**src/rtl/chip_test_sequencer.sv**
```systemverilog
// Functional test sequencer for a 14-pin DIP logic chip.
// Fetches ROM vectors, drives pins, settles, samples and scores.
module chip_test_sequencer #(
  parameter int NPINS         = 14,
  parameter int ADDR_W        = 8,
  parameter int SETTLE_CYCLES = 16,
  parameter int ERR_W         = 8
) (
  input  logic              Clk,
  input  logic              Reset,
  input  logic              Run,
  input  logic [ADDR_W-1:0] base_addr,
  output logic [ADDR_W-1:0] vec_addr,
  input  logic [NPINS-1:0]  vec_drive,
  input  logic [NPINS-1:0]  vec_oe,
  input  logic [NPINS-1:0]  vec_expect,
  input  logic [NPINS-1:0]  vec_mask,
  input  logic              vec_last,
  input  logic [NPINS-1:0]  pin_in,
  output logic [NPINS-1:0]  pin_out,
  output logic [NPINS-1:0]  pin_oe,
  output logic              busy,
  output logic              done,
  output logic              pass,
  output logic [ERR_W-1:0]  err_count,
  output logic [ADDR_W-1:0] fail_addr,
  output logic [NPINS-1:0]  fail_pins
);

  localparam int CNT_W = $clog2(SETTLE_CYCLES);

  typedef enum logic [2:0] {
    S_IDLE,
    S_FETCH,
    S_APPLY,
    S_SETTLE,
    S_SAMPLE,
    S_DONE
  } state_t;

  state_t            state;
  logic              run_s1;
  logic              run_s2;
  logic              run_d;
  logic [NPINS-1:0]  pin_s1;
  logic [NPINS-1:0]  pin_s2;
  logic [NPINS-1:0]  exp_q;
  logic [NPINS-1:0]  eff_q;
  logic              last_q;
  logic              wrap;
  logic [CNT_W-1:0]  cnt;
  logic              start;
  logic [NPINS-1:0]  mism;

  always_ff @(posedge Clk or negedge Reset) begin
    if (!Reset) begin
      run_s1 <= 1'b1;
      run_s2 <= 1'b1;
      run_d  <= 1'b1;
      pin_s1 <= '0;
      pin_s2 <= '0;
    end else begin
      run_s1 <= Run;
      run_s2 <= run_s1;
      run_d  <= run_s2;
      pin_s1 <= pin_in;
      pin_s2 <= pin_s1;
    end
  end

  assign start = run_d & ~run_s2;
  assign mism  = (pin_s2 ^ exp_q) & eff_q;

  always_ff @(posedge Clk or negedge Reset) begin
    if (!Reset) begin
      state     <= S_IDLE;
      vec_addr  <= '0;
      pin_out   <= '0;
      pin_oe    <= '0;
      busy      <= 1'b0;
      done      <= 1'b0;
      pass      <= 1'b0;
      err_count <= '0;
      fail_addr <= '0;
      fail_pins <= '0;
      exp_q     <= '0;
      eff_q     <= '0;
      last_q    <= 1'b0;
      wrap      <= 1'b0;
      cnt       <= '0;
    end else begin
      unique case (state)
        S_IDLE, S_DONE: begin
          if (state == S_DONE) begin
            busy <= 1'b0;
            done <= 1'b1;
            pass <= (err_count == '0) && !wrap;
          end
          if (start) begin
            vec_addr  <= base_addr;
            err_count <= '0;
            fail_addr <= '0;
            fail_pins <= '0;
            done      <= 1'b0;
            pass      <= 1'b0;
            wrap      <= 1'b0;
            busy      <= 1'b1;
            state     <= S_FETCH;
          end
        end
        S_FETCH: state <= S_APPLY;
        S_APPLY: begin
          pin_out <= vec_drive;
          pin_oe  <= vec_oe;
          exp_q   <= vec_expect;
          eff_q   <= vec_mask & ~vec_oe;
          last_q  <= vec_last;
          cnt     <= CNT_W'(SETTLE_CYCLES - 1);
          state   <= S_SETTLE;
        end
        S_SETTLE: begin
          if (cnt == '0) state <= S_SAMPLE;
          else cnt <= cnt - 1'b1;
        end
        S_SAMPLE: begin
          if (mism != '0) begin
            if (err_count != '1) err_count <= err_count + 1'b1;
            // err_count only leaves zero on the first mismatch of a run
            if (err_count == '0) begin
              fail_addr <= vec_addr;
              fail_pins <= mism;
            end
          end
          if (last_q) begin
            pin_oe <= '0;
            state  <= S_DONE;
          end else if (vec_addr == '1) begin
            wrap   <= 1'b1;
            pin_oe <= '0;
            state  <= S_DONE;
          end else begin
            vec_addr <= vec_addr + 1'b1;
            state    <= S_FETCH;
          end
        end
        default: state <= S_IDLE;
      endcase
    end
  end

endmodule

```
**config.mk**
```make
export PLATFORM = sky130hd
export DESIGN_NAME = chip_test_sequencer
export DESIGN_NICKNAME = d
export VERILOG_FILES = /design/src/rtl/chip_test_sequencer.sv
export SDC_FILE = /design/constraint.sdc
export NUM_CORES = 1
export LEC_CHECK = 0
export CAP_MARGIN = 0
export CORE_UTILIZATION = 35
export DETAILED_ROUTE_END_ITERATION = 6
export GPL_ROUTABILITY_DRIVEN = 0
export PLACE_DENSITY_LB_ADDON = 0.12
export SYNTH_ARGS = -nofsm -noshare
export SYNTH_HDL_FRONTEND = slang
export SYNTH_SLANG_ARGS = --single-unit
```
**constraint.sdc**
```tcl
create_clock -name Clk -period 6.1 [get_ports Clk]
set_clock_uncertainty 0.1 [all_clocks]
set_input_delay 0.61 -clock Clk [delete_from_list [all_inputs] [get_ports Clk]]
set_output_delay 0.61 -clock Clk [all_outputs]
set_load 0.01 [all_outputs]
```
### Word level (Yosys, flattened, before mapping)

Cells that the tools add are included.

| word-level totals | value |
|---|---|
| output and inout bits | 69 |
| word-level logic and storage cells | 100 |
| register bits | 137 |

| cells by class | value |
|---|---|
| reduce and logical (&&, ||, !) cells | 19 |
| eq/ne operators | 17 |
| bitwise logic cells | 6 |
| add/subtract/negate cells | 3 |
| muxes and demuxes | 35 |

Operators with widths:

| kind | number |
|---|---|
| $mux W14 | 5 |
| $mux W8 | 8 |
| $pmux W14 S2 | 2 |
| $pmux W8 S2 | 3 |
| $and A14 B14 Y14 | 2 |
| $ne A2 B2 Y1 const B | 9 |
| $add A8 B1 Y8 const B | 2 |
| $reduce_and A4 Y1 | 4 |
| $pmux W3 S5 | 1 |
| $not A14 Y14 | 1 |
| $reduce_bool A14 Y1 | 1 |
| $xor A14 B14 Y14 | 1 |
| $mux W3 | 4 |
| $mux W1 | 9 |
| $eq A8 B8 Y1 const B | 1 |
| $logic_not A8 Y1 | 1 |
| $ne A8 B8 Y1 const B | 1 |
| $pmux W4 S2 | 1 |
| $reduce_and A2 Y1 | 4 |
| $reduce_bool A2 Y1 | 4 |
| $eq A3 B2 Y1 const B | 2 |
| $eq A3 B3 Y1 const B | 2 |
| $logic_not A4 Y1 | 1 |
| $mux W4 | 1 |
| 10 further kinds | 10 |

### Longest topological paths before layout

| depth | value |
|---|---|
| depth after elaboration | 5 |
| gate-level depth with buffers | 8 |
| gate-level depth less buffers | 7 |

### Worst setup path after synthesis

OpenSTA, ideal clock, no wires.

| timing | value |
|---|---|
| kind | reg-to-reg |
| start point | register state[2] |
| end point | register fail_addr[7] |
| required time | 5875 ps |
| slack | 3971 ps |
| setup time | 125 ps |
| stages on the path, launching flop included | 9 |
| data arrival time | 1904 ps |
| cells stage by stage | dfrtp_1 -> or3b_1 -> buf_2 -> a21oi_2 -> nand4_1 -> o21ai_2 -> a21o_4 -> buf_12 -> mux2_4 |

| on the way | value |
|---|---|
| word-level cells in the longest chain between the ends | 4 |
| elaborated cells on any way between the ends | 10 |
| classes of those cells | eq/ne: 5; mux: 1; reduce/logical: 4 |

RTL lines:

| element | line | source |
|---|---|---|
| start: declaration | 41 | `state_t state;` |
| start signal: assignment | 76 | `state <= S_IDLE;` |
| start signal: assignment | 108 | `state <= S_FETCH;` |
| start signal: assignment | 111 | `S_FETCH: state <= S_APPLY;` |
| $eq A3 B3 Y1 or $logic_not A3 Y1 (tied branches) | 92 | `unique case (state)` |
| $reduce_or A2 Y1 | 92 |  |
| $ne A2 B2 Y1 (no source line) or $reduce_bool A2 Y1 (tied branches) | n/a |  |
| $reduce_and A4 Y1 (no source line) | n/a |  |
| end signal: assignment | 130 | `fail_addr <= vec_addr;` |
| end: declaration | 26 | `output logic [ADDR_W-1:0] fail_addr,` |

Parallel ways exist; a longest one is shown, timed or not.
A chain may end at the register's enable or synchronous reset.

### Final worst setup path

| timing | value |
|---|---|
| start point | register state[0] |
| end point | register fail_pins[1] |

| on the way | value |
|---|---|
| word-level cells in the longest chain between the ends | 4 |
| elaborated cells on any way between the ends | 10 |
| classes of those cells | eq/ne: 5; mux: 1; reduce/logical: 4 |

RTL lines:

| element | line | source |
|---|---|---|
| $eq A3 B3 Y1 or $logic_not A3 Y1 (tied branches) | 92 |  |
| $reduce_or A2 Y1 | 92 |  |
| $ne A2 B2 Y1 (no source line) or $reduce_bool A2 Y1 (tied branches) | n/a |  |
| $reduce_and A4 Y1 (no source line) | n/a |  |
| end signal: assignment | 131 | `fail_pins <= mism;` |
| end: declaration | 27 | `output logic [NPINS-1:0] fail_pins` |

Parallel ways exist; a longest one is shown, timed or not.

==> flow_metrics.env <==
export IMPL_pre_cts_slack_ns=3.041
export IMPL_comb_power_share=0.327
export IMPL_cts_tree="built"
export IMPL_p_leak_nw=3.723
export IMPL_async_flop_share=1.000
export IMPL_clkLatencyLatePin_ns=0.41
export IMPL_r2r_slack_ns=3.03
export IMPL_synth_seq_cells=137
export IMPL_cts_root_buffer="clkbuf_16"
export IMPL_ctsHoldBuffers=0
export IMPL_diodes=0
export IMPL_grt_pass1_vias=4361
export IMPL_yosys_cell_types_count=48
export IMPL_hpwl_mm=9.390
export IMPL_clock_sinks=137
export IMPL_routed_wl_mm=13.65
export IMPL_post_route_util=0.5049
export IMPL_clkPwrFrac=0.303
export IMPL_setup_viol=0
export IMPL_rsz0062_at_grt="no"
export IMPL_hold_class="in -> async"
export IMPL_swShare=0.3222
export IMPL_die_h_um=129.8
export IMPL_syn_area_mm2=0.005717
export IMPL_synthCells=526
export IMPL_internal_power_w=0.002520
export IMPL_cts_buffers=17
export IMPL_route_vias_total=4287
export IMPL_ctsLongestPathBuffers=2
export IMPL_setup_tns_final_ns=0
export IMPL_htreeDepth=4
export IMPL_grt_most_used_layer="met2"
export IMPL_fillers=1457
export IMPL_start_util=0.3586
export IMPL_slew_violations=0
export IMPL_end_kind="register"
export IMPL_overflow=0
export IMPL_max_slew_margin=0.3125
export IMPL_synth_top_flop_cell="dfrtp_1"
export IMPL_seq_power_share=0.371
export IMPL_synth_seq_area_share=0.6004
export IMPL_dieArea_mm2=0.01685
export IMPL_pin_count=151
export IMPL_status="complete, no violations"
export IMPL_antenna_left=0
export IMPL_drcViolationCount=0
export IMPL_syn_nets=612
export IMPL_maxCapViolCount=0
export IMPL_grtUsageMet1=0.2296
export IMPL_use_met2=0.2734
export IMPL_synth_edf_count=0
export IMPL_crit_required_ns=6.29
export IMPL_power_switching_w=0.001198
export IMPL_final_period_utilization=0.5025
export IMPL_ys_warn_count=0
export IMPL_arrival_ns=3.26
export IMPL_cts_resized=0
export IMPL_cts_clk_slew_worst_paths_ns=0.06
export IMPL_drt_iter0_markers=340
export IMPL_power_per_cell_area_mw_per_mm2=461.9
export IMPL_via_per_inst=4.748
export IMPL_dieWidth_um=129.8
export IMPL_ir_drop_mv=0.2709
export IMPL_fin_crit_ns=3.066
export IMPL_finalWorstSetupSlack_ns=3.034
export IMPL_startpoint_type="register"
export IMPL_max_freq_ghz=0.3262
export IMPL_finalHoldViolCount=0
export IMPL_portBuffers=150
export IMPL_drtPass1Iterations=6
export IMPL_layout_drive_gt1_share=0.08443
export IMPL_grt_pass1_wl_mm=22.43
export IMPL_area_growth_pct=40.82
export IMPL_core_mm2=0.01594
export IMPL_antenna_found_initial=0
export IMPL_syn_area_per_cell_um2=10.87
export IMPL_wl_per_cell_um=15.12
export IMPL_rows=46
export IMPL_critical_path_peak_fanout=22
export IMPL_cts_setup_buffers=0
export IMPL_total_power_w=0.003719
export IMPL_worst_slew_pin_slew_ns=1.031
export IMPL_path_class="reg -> reg"
export IMPL_grt_use_total=0.1759
export IMPL_fin_nets=760
export IMPL_grt_start_max_net_pins=86
export IMPL_grtUsageMet3=0.05658
[final timing paths]
kind                                      startpoint  cells after the start                       end
worst max register to register  state[0]$_DFFE_PN0P_                      6  fail_pins[1]$_DFFE_PN0P_
max in group asynchronous                      Reset                      2      pin_s1[11]$_DFF_PN0_
worst max-delay path            state[0]$_DFFE_PN0P_                      6  fail_pins[1]$_DFFE_PN0P_
worst min-delay path                           Reset                      1  err_count[1]$_DFFE_PN0P_
min in group Clk                 pin_s1[8]$_DFF_PN0_                      0       pin_s2[8]$_DFF_PN0_
worst min register to register   pin_s1[8]$_DFF_PN0_                      0       pin_s2[8]$_DFF_PN0_
[critical path, cell delays in order, from the launching register on]
cell and delay (ns):
dfrtp_1 0.55, or3b_1 0.68, a21oi_2 0.21, nand4_1 0.11
o21ai_2 0.48, a21o_4 0.42, mux2_2 0.38
[routing by layer]
layer | share of wire | vias to the layer above | wire, µm
met4 | 0.013 | 0 | 177
met1 | 0.46 | 2055 | 6305
met2 | 0.46 | 137 | 6235
met5 | 0 | - | 0
met3 | 0.068 | 16 | 931
li1 | - | 2079 | -
[cells in the mapped netlist (2+ instances only)]
library cell	number	area share
mux2_4	15	0.039
and2_1	3	0.0033
nor2b_1	4	0.0044
nor2_1	20	0.013
buf_1	2	0.0013
inv_1	12	0.0079
nand2b_1	3	0.0033
o21a_1	2	0.0026
a21o_1	2	0.0026
xor2_1	17	0.026
and3_1	18	0.020
a22o_1	14	0.021
nand4_1	2	0.0022
nand2_1	138	0.091
a21oi_1	18	0.016
mux2_2	2	0.0039
clkbuf_1	18	0.012
nand3_1	10	0.0088
o22ai_1	3	0.0033
ha_1	4	0.0088
nand3b_1	14	0.018
nor4_1	3	0.0033
xnor2_1	4	0.0061
mux2i_1	6	0.011
o41ai_1	6	0.0092
a22oi_1	6	0.0079
dfrtp_1	134	0.59
nor3_1	3	0.0026
buf_2	3	0.0026
a31oi_1	3	0.0033
dfstp_2	3	0.014
o21ai_0	17	0.015
buf_12	2	0.0070
[cells by family (layout without fill, tap and decap cells)]
family | Yosys count | in the layout | synth area share
AO/OA/AOI/OAI | 80 | 80 | 0.09608
XOR/XNOR | 21 | 21 | 0.03217
adder cells (fa/ha/maj) | 4 | 4 | 0.008755
buffers and inverters | 37 | 198 | 0.03064
flip-flops | 137 | 137 | 0.6004
multiplexers | 23 | 23 | 0.05384
AND/OR/NAND/NOR | 224 | 224 | 0.1782
[power by group through the flow]
stage	registers [W]	logic (W)	clock network (W)
final	0.00138	0.00121	0.00113
after global placement	0.00138	0.00122	0
after detailed placement	0.00139	0.00124	0
after global routing	0.00142	0.00136	0.00119
after floorplan	0.00140	0.000661	0
after CTS	0.00138	0.00124	0.00115
[layout by cell type, fill, tap and decap left out, drive strengths merged, types with 4 or more instances in the layout]
cell and n:
buf 5, and3 18, mux2 17, mux2i 6, o21ai 18, nor2 20, clkdlybuf4s50 149, inv 12
nor2b 4, nand2 138, a22o 14, dfrtp 134, nand3 10, clkbuf 25, ha 4, a22oi 6
bufinv 5, xor2 17, nand3b 14, o41ai 6, a21oi 19, xnor2 4
[sequential cells by signal, indices dropped and copies added (netlist names), 14 cells and up]
signal / flops
fail_pins: 14
pin_out: 14
exp_q: 14
eff_q: 14
pin_s1: 14
pin_oe: 14
pin_s2: 14
[per-stage QoR]
| stage | instance area (µm²) | instances | hold WS (ns) |
|---|---|---|---|
| after floorplan | 5717 | 526 | 0.2144 |
| after global placement | 7402 | 871 | 0.2358 |
| after detailed placement | 7402 | 871 | 0.2347 |
| after CTS | 8050 | 903 | 0.05127 |
| after global routing | 8050 | 903 | 0.07675 |
| final | 8050 | 903 | 0.04428 |
[final cells by class]
class	count	area [µm²]	share of cell area
Sequential cell	137	3432	0.4263
Multi-Input combinational cell	352	2122	0.2636
Timing Repair Buffer	154	1533	0.1904
Clock buffer	25	485.5	0.06030
Tap cell	216	270.3	0.03357
Clock inverter	7	162.7	0.02021
Inverter	12	45.04	0.005595
(Power assumes the default switching activity.)
